--- src/rtl/mrd_pkg.sv ---
// Shared types and constants for the mrd_rdx* butterflies and their output serializer.
package mrd_pkg;
   localparam int wData          = 18;
   localparam int nLane          = 5;
   localparam int wExp           = 4;
   localparam int MRD_MAX_LANE   = 5;
   localparam int MRD_MARGIN_MAX = 3;

   typedef struct packed {
      logic signed [wData-1:0] re;
      logic signed [wData-1:0] im;
   } cplx_t;

   typedef struct packed {
      cplx_t [0:MRD_MAX_LANE-1] lane;
      logic [2:0]               radix;
      logic [wExp-1:0]          exp;
      logic [1:0]               margin;
   } frame_t;

   // Out-of-range radix requests are clamped to the nearest supported butterfly.
   function automatic logic [2:0] radix_eff(input logic [2:0] r);
      if (r < 3'd2)      return 3'd2;
      else if (r > 3'd5) return 3'd5;
      else               return r;
   endfunction
endpackage

--- src/rtl/mrd_sign_margin.sv ---
// Redundant sign-bit count of one sample, saturated at MRD_MARGIN_MAX.
module mrd_sign_margin
   import mrd_pkg::*;
(
   input  logic [wData-1:0] smp,
   output logic [1:0]       margin
);
   logic run;

   always_comb begin
      margin = '0;
      run    = 1'b1;
      for (int b = wData-2; b >= 0; b--) begin
         run = run & (smp[b] == smp[wData-1]);
         if (run && (margin != 2'(MRD_MARGIN_MAX))) margin = margin + 2'd1;
      end
   end
endmodule

--- src/rtl/mrd_rdx_out_ser.sv ---
// Two-frame buffer that serializes butterfly output lanes and reports frame headroom.
// MRD_OUT_SER_DROP_CHK_EN enables the sticky err_drop flag for frames offered while full.
module mrd_rdx_out_ser
   import mrd_pkg::*;
(
   input  logic                         clk,
   input  logic                         rst_n,
   input  logic                         in_val,
   output logic                         in_rdy,
   input  logic [0:nLane-1][wData-1:0]  din_real,
   input  logic [0:nLane-1][wData-1:0]  din_imag,
   input  logic [2:0]                   radix,
   input  logic [wExp-1:0]              exp_in,
   output logic                         out_val,
   input  logic                         out_rdy,
   output logic [wData-1:0]             dout_real,
   output logic [wData-1:0]             dout_imag,
   output logic [2:0]                   out_idx,
   output logic                         out_sop,
   output logic                         out_eop,
   output logic [wExp-1:0]              out_exp,
   output logic [1:0]                   margin_out,
   output logic                         err_drop
);
   typedef enum logic {IDLE, SEND} state_t;

   frame_t          mem_q [0:1];
   frame_t          new_frame, src_frame;
   state_t          state_q, state_d;
   logic            wr_ptr_q, wr_ptr_d, rd_ptr_q, rd_ptr_d;
   logic [1:0]      count_q, count_d;
   logic            in_rdy_q, in_rdy_d;
   logic            out_val_q, out_val_d;
   logic [wData-1:0] dout_real_q, dout_real_d, dout_imag_q, dout_imag_d;
   logic [2:0]      idx_q, idx_d;
   logic            sop_q, sop_d, eop_q, eop_d;
   logic [wExp-1:0] exp_q, exp_d;
   logic [1:0]      margin_q, margin_d;
   logic            push, pop, ld_en;
   logic [2:0]      ld_idx, rdx_eff;
   logic [1:0]      mg_re [nLane];
   logic [1:0]      mg_im [nLane];
   logic [1:0]      frame_mg;

   assign rdx_eff = radix_eff(radix);

   for (genvar l = 0; l < nLane; l++) begin : g_mg
      mrd_sign_margin u_mg_re (.smp(din_real[l]), .margin(mg_re[l]));
      mrd_sign_margin u_mg_im (.smp(din_imag[l]), .margin(mg_im[l]));
   end

   always_comb begin
      frame_mg = 2'(MRD_MARGIN_MAX);
      for (int l = 0; l < nLane; l++) begin
         if (3'(l) < rdx_eff) begin
            if (mg_re[l] < frame_mg) frame_mg = mg_re[l];
            if (mg_im[l] < frame_mg) frame_mg = mg_im[l];
         end
      end
   end

   always_comb begin
      new_frame = '0;
      for (int l = 0; l < nLane; l++) begin
         new_frame.lane[l].re = din_real[l];
         new_frame.lane[l].im = din_imag[l];
      end
      new_frame.radix  = rdx_eff;
      new_frame.exp    = exp_in;
      new_frame.margin = frame_mg;
   end

   assign push     = in_val & in_rdy_q;
   assign pop      = (state_q == SEND) & out_rdy & eop_q;
   assign count_d  = count_q + {1'b0, push} - {1'b0, pop};
   assign wr_ptr_d = wr_ptr_q ^ push;
   assign rd_ptr_d = rd_ptr_q ^ pop;
   assign in_rdy_d = (count_d != 2'd2);

   // The entry being loaded may be written this same cycle; bypass it from the input.
   assign src_frame = (push && (wr_ptr_q == rd_ptr_d)) ? new_frame : mem_q[rd_ptr_d];

   always_comb begin
      state_d     = state_q;
      ld_en       = 1'b0;
      ld_idx      = idx_q + 3'd1;
      dout_real_d = dout_real_q;
      dout_imag_d = dout_imag_q;
      idx_d       = idx_q;
      sop_d       = sop_q;
      eop_d       = eop_q;
      exp_d       = exp_q;
      margin_d    = margin_q;
      case (state_q)
         IDLE: if ((count_q != 2'd0) || push) begin
            ld_en   = 1'b1;
            ld_idx  = 3'd0;
            state_d = SEND;
         end
         SEND: if (out_rdy) begin
            if (!eop_q) ld_en = 1'b1;
            else if (count_d != 2'd0) begin
               ld_en  = 1'b1;
               ld_idx = 3'd0;
            end else state_d = IDLE;
         end
      endcase
      out_val_d = (state_d == SEND);
      if (ld_en) begin
         dout_real_d = src_frame.lane[ld_idx].re;
         dout_imag_d = src_frame.lane[ld_idx].im;
         idx_d       = ld_idx;
         sop_d       = (ld_idx == 3'd0);
         eop_d       = (ld_idx == src_frame.radix - 3'd1);
         exp_d       = src_frame.exp;
         margin_d    = src_frame.margin;
      end
   end

   always_ff @(posedge clk) begin
      if (!rst_n) begin
         state_q     <= IDLE;
         wr_ptr_q    <= 1'b0;
         rd_ptr_q    <= 1'b0;
         count_q     <= 2'd0;
         in_rdy_q    <= 1'b1;
         out_val_q   <= 1'b0;
         dout_real_q <= '0;
         dout_imag_q <= '0;
         idx_q       <= '0;
         sop_q       <= 1'b0;
         eop_q       <= 1'b0;
         exp_q       <= '0;
         margin_q    <= '0;
      end else begin
         state_q     <= state_d;
         wr_ptr_q    <= wr_ptr_d;
         rd_ptr_q    <= rd_ptr_d;
         count_q     <= count_d;
         in_rdy_q    <= in_rdy_d;
         out_val_q   <= out_val_d;
         dout_real_q <= dout_real_d;
         dout_imag_q <= dout_imag_d;
         idx_q       <= idx_d;
         sop_q       <= sop_d;
         eop_q       <= eop_d;
         exp_q       <= exp_d;
         margin_q    <= margin_d;
         if (push) mem_q[wr_ptr_q] <= new_frame;
      end
   end

`ifdef MRD_OUT_SER_DROP_CHK_EN
   logic err_drop_q, err_drop_d;
   assign err_drop_d = err_drop_q | (in_val & ~in_rdy_q);
   always_ff @(posedge clk) begin
      if (!rst_n) err_drop_q <= 1'b0;
      else        err_drop_q <= err_drop_d;
   end
   assign err_drop = err_drop_q;
`else
   assign err_drop = 1'b0;
`endif

   assign in_rdy     = in_rdy_q;
   assign out_val    = out_val_q;
   assign dout_real  = dout_real_q;
   assign dout_imag  = dout_imag_q;
   assign out_idx    = idx_q;
   assign out_sop    = sop_q;
   assign out_eop    = eop_q;
   assign out_exp    = exp_q;
   assign margin_out = margin_q;
endmodule
--- config.mk ---
export PLATFORM = sky130hd
export DESIGN_NAME = mrd_rdx_out_ser
export DESIGN_NICKNAME = d
export VERILOG_FILES = /design/src/rtl/mrd_pkg.sv /design/src/rtl/mrd_sign_margin.sv /design/src/rtl/mrd_rdx_out_ser.sv
export SDC_FILE = /design/constraint.sdc
export NUM_CORES = 1
export LEC_CHECK = 0
export CORE_ASPECT_RATIO = 1.4
export CORE_MARGIN = 8
export CORE_UTILIZATION = 37
export CTS_BUF_LIST = sky130_fd_sc_hd__clkbuf_2 sky130_fd_sc_hd__clkbuf_4 sky130_fd_sc_hd__clkbuf_8
export CTS_CLUSTER_DIAMETER = 80
export DETAILED_ROUTE_END_ITERATION = 16
export GPL_TIMING_DRIVEN = 0
export RECOVER_POWER = 25
export SYNTH_ARGS = -nofsm -noshare
export SYNTH_HDL_FRONTEND = slang
export SYNTH_SLANG_ARGS = --single-unit
--- constraint.sdc ---
create_clock -name clk -period 29.3 [get_ports clk]
set_input_delay 2.93 -clock clk [delete_from_list [all_inputs] [get_ports clk]]
set_output_delay 2.93 -clock clk [all_outputs]
set_load 0.05 [all_outputs]
Yosys cells after proc, flatten, opt, wreduce, memory -nomap -nowiden
Memory sizes are Yosys's and may differ from the RTL's.
Index checks and enable logic that the tools add are counted.
{"block": "totals", "reg_bits": 53, "latchBits": 0, "mem_bits_rw": 378, "rom_bits": 0, "inputBits": 191, "out_inout_bits": 50, "n_memories": 1}
{"memory": "mem_q", "depth": 2, "width": 189, "read_ports": 1, "rd_clocked_by_memory_dff": 0, "write_ports": 1, "line": "mrd_rdx_out_ser.sv:27", "text": "frame_t mem_q [0:1];"}
{"block": "classes", "n_addsub": 164, "multipliers": 0, "div": 0, "n_lt_le_gt_ge": 18, "eq_ne": 333, "shifts": 0, "muxes": 211, "bitwise": 167, "n_reduce_logical": 165}
{"operator": "2-bit 2-to-1 mux", "count": 180}
{"operator": "2-bit != test, second input constant", "count": 161}
{"operator": "2-bit by 1-bit adder with 2-bit output, second input constant", "count": 160}
{"operator": "189-bit 2-to-1 mux", "count": 1}
{"operator": "1-bit == test", "count": 171}
{"operator": "1-bit bitwise AND", "count": 163}
{"operator": "1-bit logical AND", "count": 161}
{"operator": "36-bit binary-select mux with 3-bit select", "count": 1}
{"operator": "36-bit 2-to-1 mux", "count": 2}
{"operator": "2-bit less-than comparator", "count": 9}
{"operator": "1-bit 2-to-1 mux", "count": 18}
{"operator": "3-bit 2-to-1 mux", "count": 6}
{"operator": "1-bit by 3-bit less-than comparator with 1-bit output, first input constant", "count": 2}
{"operator": "2-bit by 3-bit less-than comparator with 1-bit output, first input constant", "count": 2}
{"operator": "3-bit one-hot mux with 2 select lines", "count": 1}
{"operator": "4-bit greater-or-equal comparator, second input constant", "count": 1}
{"operator": "3-bit inverter with 4-bit output", "count": 1}
{"operator": "1-bit one-hot mux with 2 select lines", "count": 2}
{"operator": "2-bit nonzero test", "count": 2}
{"operator": "3-bit by 1-bit adder with 3-bit output, second input constant", "count": 1}
{"operator": "3-bit == test", "count": 1}
{"operator": "3-bit greater-than comparator, second input constant", "count": 1}
{"operator": "3-bit zero test", "count": 1}
{"operator": "3-bit by 2-bit less-than comparator with 1-bit output, second input constant", "count": 1}
{"operator": "other kinds (8)", "count": 9}

Logic depth before layout (Yosys ltp)
{"block": "logic_depth", "word_depth": 84, "mapped_depth": 81, "ltp_nobuf": 79}

Modules after synthesis
From an unflattened synthesis, not the netlist that was laid out.
{"block": "unflattened", "hier_cells": 3275, "area_unflattened_um2": 31403.9}
{"mod": "mrd_rdx_out_ser", "n_inst": 1, "cells_per_inst": 1765, "area_each_um2": 20280.7, "seq_area_each_um2": 12411.9}
{"mod": "mrd_sign_margin", "n_inst": 10, "cells_per_inst": 151, "area_each_um2": 1112.3, "seq_area_each_um2": 0.0}

Worst setup path after synthesis
Ideal clock, no wire load.
{"block": "synth_path", "kind": "input to register", "from": "in din_real[71] in the netlist's numbering", "to": "reg margin_q[0], in the netlist margin_out[0]", "setup_time_ps": 59, "t_arrival_ps": 17111, "required_ps": 29241, "setup_slack_ps": 12130, "stages": 76, "path_buffers": 3, "cell_sequence": "buf_2 buf_2 nand3_1 o31a_1 inv_1 ha_1 nor2_1 nand2_1 o21a_1 ha_1 nor2_1 mux2_2 ha_1 nor2_1 nor4b_1 or4b_2 nand2_1 a21oi_1 [40 not listed] a2bb2oi_1 ha_1 ha_1 clkbuf_1 ha_1 ha_1 mux2_2 ha_1 ha_1 mux2_2 ha_1 ha_1 nor2b_1 nor2b_1 a21oi_1 and2_0 a221oi_2 a31o_1"}
{"block": "synth_between", "elab_chain_cells": 75, "word_cells_on_any_way": 123}
{"item": "start: declaration", "line": "mrd_rdx_out_ser.sv:10", "text": "input logic [0:nLane-1][wData-1:0] din_real,"}
{"item": "branches (longest 49 deep; another with 2-bit by 1-bit adder with 2-bit output)"}
{"item": "2-bit 2-to-1 mux (*)", "line": "mrd_sign_margin.sv:15", "text": "if (run && (margin != 2'(MRD_MARGIN_MAX))) margin = margin + 2'd1;"}
{"item": "2-bit less-than comparator", "line": "mrd_rdx_out_ser.sv:56", "text": "if (mg_re[l] < frame_mg) frame_mg = mg_re[l];"}
{"item": "2-bit 2-to-1 mux (*)", "line": "mrd_rdx_out_ser.sv:56"}
{"item": "2-bit 2-to-1 mux (*)", "line": "mrd_rdx_out_ser.sv:55", "text": "if (3'(l) < rdx_eff) begin"}
{"item": "2-bit less-than comparator", "line": "mrd_rdx_out_ser.sv:57", "text": "if (mg_im[l] < frame_mg) frame_mg = mg_im[l];"}
{"item": "2-bit 2-to-1 mux (*)", "line": "mrd_rdx_out_ser.sv:57"}
{"item": "2-bit 2-to-1 mux (*)", "line": "mrd_rdx_out_ser.sv:55"}
{"item": "[12 not listed]"}
{"item": "2-bit less-than comparator", "line": "mrd_rdx_out_ser.sv:56"}
{"item": "2-bit 2-to-1 mux", "line": "mrd_rdx_out_ser.sv:56"}
{"item": "2-bit 2-to-1 mux", "line": "mrd_rdx_out_ser.sv:55"}
{"item": "2-bit less-than comparator", "line": "mrd_rdx_out_ser.sv:57"}
{"item": "2-bit 2-to-1 mux", "line": "mrd_rdx_out_ser.sv:57"}
{"item": "2-bit 2-to-1 mux (*)", "line": "mrd_rdx_out_ser.sv:55"}
{"item": "named net frame_mg[0]", "line": "mrd_rdx_out_ser.sv:43", "text": "logic [1:0] frame_mg;"}
{"item": "189-bit 2-to-1 mux (*)", "line": "mrd_rdx_out_ser.sv:81", "text": "assign src_frame = (push && (wr_ptr_q == rd_ptr_d)) ? new_frame : mem_q[rd_ptr_d];"}
{"item": "end signal: assignment", "line": "mrd_rdx_out_ser.sv:148", "text": "margin_q <= margin_d;"}
{"item": "end: declaration", "line": "mrd_rdx_out_ser.sv:38", "text": "logic [1:0] margin_q, margin_d;"}
Mark *: on every way through the listed nets, which the timed path passes. The select of a mux whose other input is x is not followed.
A chain may end at the register's enable or synchronous reset.

Worst setup path in the final report
{"block": "layout_path", "from": "in din_imag[89] in the netlist's numbering", "to": "reg margin_q[0], in the netlist margin_out[0]"}
{"block": "layout_between", "elab_chain_cells": 78, "word_cells_on_any_way": 126}
{"item": "start: declaration", "line": "mrd_rdx_out_ser.sv:11", "text": "input logic [0:nLane-1][wData-1:0] din_imag,"}
{"item": "branches (longest 49 deep; another with 2-bit by 1-bit adder with 2-bit output)"}
{"item": "2-bit 2-to-1 mux (*)", "line": "mrd_sign_margin.sv:15"}
{"item": "2-bit less-than comparator", "line": "mrd_rdx_out_ser.sv:57"}
{"item": "2-bit 2-to-1 mux (*)", "line": "mrd_rdx_out_ser.sv:57"}
{"item": "2-bit 2-to-1 mux (*)", "line": "mrd_rdx_out_ser.sv:55"}
{"item": "2-bit less-than comparator", "line": "mrd_rdx_out_ser.sv:56"}
{"item": "2-bit 2-to-1 mux", "line": "mrd_rdx_out_ser.sv:56"}
{"item": "2-bit 2-to-1 mux", "line": "mrd_rdx_out_ser.sv:55"}
{"item": "[15 not listed]"}
{"item": "2-bit less-than comparator", "line": "mrd_rdx_out_ser.sv:56"}
{"item": "2-bit 2-to-1 mux", "line": "mrd_rdx_out_ser.sv:56"}
{"item": "2-bit 2-to-1 mux", "line": "mrd_rdx_out_ser.sv:55"}
{"item": "2-bit less-than comparator", "line": "mrd_rdx_out_ser.sv:57"}
{"item": "2-bit 2-to-1 mux", "line": "mrd_rdx_out_ser.sv:57"}
{"item": "2-bit 2-to-1 mux (*)", "line": "mrd_rdx_out_ser.sv:55"}
{"item": "named net frame_mg[0]", "line": "mrd_rdx_out_ser.sv:43"}
{"item": "189-bit 2-to-1 mux (*)", "line": "mrd_rdx_out_ser.sv:81"}
Marked as above.

==> impl_metrics.env <==
export IMPL_tns_ps=0
export IMPL_yosys_register_bits=431
export IMPL_tightest_slew_ps=1160
export IMPL_first_pass_iters=5
export IMPL_rsz0062_at_grt="no"
export IMPL_yosys_cell_count_top_type="edfxtp_1"
export IMPL_power_density_mw_per_mm2=52.5
export IMPL_avgRoutedWirePerCell_um=23.1
export IMPL_post_cts_buffers=0
export IMPL_synth_common_cells="378 x edfxtp_1, 252 x nor2_1, 239 x nand2_1, 164 x a21oi_1, 142 x ha_1"
export IMPL_clkPwrFrac=0.292
export IMPL_slew_violations=0
export IMPL_crit_fanout=10
export IMPL_core_area_mm2=0.0766
export IMPL_cap_violations=0
export IMPL_final_cell_count_no_fill=4025
export IMPL_synth_edf_count=378
export IMPL_finalCriticalPeriod_ps=19820
export IMPL_slew_headroom=0.228
export IMPL_drive_above_1_share=0.128
export IMPL_synth_area_mm2=0.0286
export IMPL_ir_drop_uv=24.9
export IMPL_finalCritPeriodShare=0.677
export IMPL_finalSetupViolCount=0
export IMPL_design_final_nets=3308
export IMPL_syn_inst=2644
export IMPL_hold_buffers=0
export IMPL_crit_arrival_ps=20370
export IMPL_power_leakage_nw=12.4
export IMPL_initialDrtViolationCount=1613
export IMPL_syn_area_per_cell_um2=10.8
export IMPL_cts_made_buffers=67
export IMPL_synthFlopType="edfxtp_1"
export IMPL_vias_per_cell=5.74
export IMPL_cts_sinks=431
export IMPL_critical_path_required_ps=29840
export IMPL_fmax_ghz=0.0504
export IMPL_clock_path_buffers=3
export IMPL_die_w_um=251
export IMPL_pwr_share_seq=0.410
export IMPL_combPwrFrac=0.298
export IMPL_num_rows=120
export IMPL_gp_routability_congestion=0.899
export IMPL_hp_class="reg2reg"
export IMPL_io_pins=241
export IMPL_critPathTopFamily="compound AO/OA/AOI/OAI gates"
export IMPL_synth_area_leader_cell="edfxtp_1"
export IMPL_areaGrowthSynthToFinish_pct=18.7
export IMPL_ant_nets=0
export IMPL_synth_lib_cells_used_distinct=98
export IMPL_clock_root_buffer="clkbuf_8"
export IMPL_cp_common_cell="ha_1"
export IMPL_p_int_mw=1.19
export IMPL_drc_errors=0
export IMPL_p_sw_frac=0.333
export IMPL_dieHeight_um=345
export IMPL_portBuffers=239
export IMPL_clkSlewWorstSetupHoldPaths_ps=70
export IMPL_grt_max_degree=62
export IMPL_fin_total_pwr_mw=1.78
export IMPL_syn_num_nets=2977
export IMPL_cts_tree="yes"
export IMPL_synth_top_area_frac=0.397
export IMPL_ys_async_sr_fraction=0
export IMPL_setup_worst_path_start_class="input port"
export IMPL_cpPeakStageDelay_ps=700
export IMPL_dr_total_vias=23100
export IMPL_grt_usage=0.208
export IMPL_clk_latency_ps=650
export IMPL_cts_resized=0
export IMPL_overflow=0
export IMPL_yosysWarningCount=0
export IMPL_crit_buf_inv=9
export IMPL_slowest_stage="clkdlybuf4s50_1"
export IMPL_critPathKind="in2reg"
export IMPL_dp_cells=3882
export IMPL_status="finished, final reports clean"
export IMPL_fp_dieArea_mm2=0.0865
export IMPL_clock_skew_ps=46.4
export IMPL_initial_core_util=0.373
export IMPL_antenna_found_initial=36
export IMPL_first_global_vias=23600
export IMPL_final_hold_viol_count=0
export IMPL_wirelength_mm=93.0
export IMPL_grt_pass1_wl_mm=139
export IMPL_end_kind="register"
export IMPL_synthTopCellsByArea="edfxtp_1 40%, mux4_2 8.0%, ha_1 6.2%"
export IMPL_yosysSeqAreaShare=0.434
export IMPL_htreeDepth=3
export IMPL_place_hpwl_mm=73.4
export IMPL_p_switching_uw=592
## state kept, by name (all words and copies together) (netlist names), 2 cells and up
register and flops:
out_idx 3, out_exp 4, margin_out 2, dout_real 18, count_q 2, dout_imag 18, mem_q 378
## worst min-delay path, delay by kind of cell (launching register included)
family / cells / cell delay (ps)
AOI/OAI and AO/OA: 1 / 50
and+or+nand+nor: 1 / 50
DFF: 1 / 310
## cells in the final DEF (no fill, tap or decap), types with 81 or more instances in the layout
master           count
edfxtp_1           378
nor2_1             252
nand2_1            239
a21oi_1            164
ha_1               142
clkdlybuf4s50_1    131
dlygate4sd3_1      108
mux4_2             101
xnor2_1             96
clkbuf_1            95
o21ai_0             82
xor2_1              81
## area by class of cell
cell class,count,area [um2]
Clock buffer,90,1130
Multi-Input combinational cell,2019,15400
Fill cell,7061,42600
Antenna cell,23,57.6
Tap cell,976,1220
Timing Repair Buffer,262,2710
Sequential cell,431,12400
Clock inverter,30,210
Inverter,66,248
Buffer,128,533
## kinds of logic (layout without fill, tap and decap cells)
logic type / Yosys count / in the layout / share of synthesized area
AOI/OAI and AO/OA: 512 / 512 / 0.120
adders and majority gates: 142 / 142 / 0.0621
xor gates and xnor gates: 186 / 186 / 0.0617
DFF: 431 / 431 / 0.434
and+or+nand+nor: 926 / 926 / 0.158
muxes: 252 / 252 / 0.136
buffers and inverters: 194 / 576 / 0.0273
other: 1 / 24 / 0.000131
## power groups by stage
stage	Clock, mW	Combinational, mW	Sequential, mW
final	0.520	0.530	0.730
after global routing	0.552	0.571	0.733
after CTS	0.530	0.532	0.730
after detailed placement	0	0.530	0.743
after global placement	0	0.509	0.760
after floorplan	0	0.291	0.794
## per-stage QoR
step	setup WS [ps]	area, um2	utilization	hold WS, ps
global placement	3650	32200	0.421	439
global route	8480	33900	0.443	472
CTS	9780	33900	0.442	453
floorplan	12130	28600	-	538
detailed placement	9180	32500	0.425	445
finish	9480	33900	0.443	450
## final timing paths
path                                    from       endpoint  slack [ps]  cells after the start
worst max register to register        in_rdy   dout_real[2]       23550                     18
worst min register to register    out_exp[1]     out_exp[1]         450                      2
worst min-delay path              out_exp[1]     out_exp[1]         450                      2
worst max-delay path            din_imag[89]  margin_out[0]        9480                     71
## layer usage
metal	GRT usage	part of all wire	vias up
met2	0.383	0.52	759
li1	-	-	10700
met3	0.0335	0.058	201
met4	0.0903	0.039	10
met5	0	0.00068	-
met1	0.236	0.39	11400
Note: power is estimated with default switching activity, not from simulation.
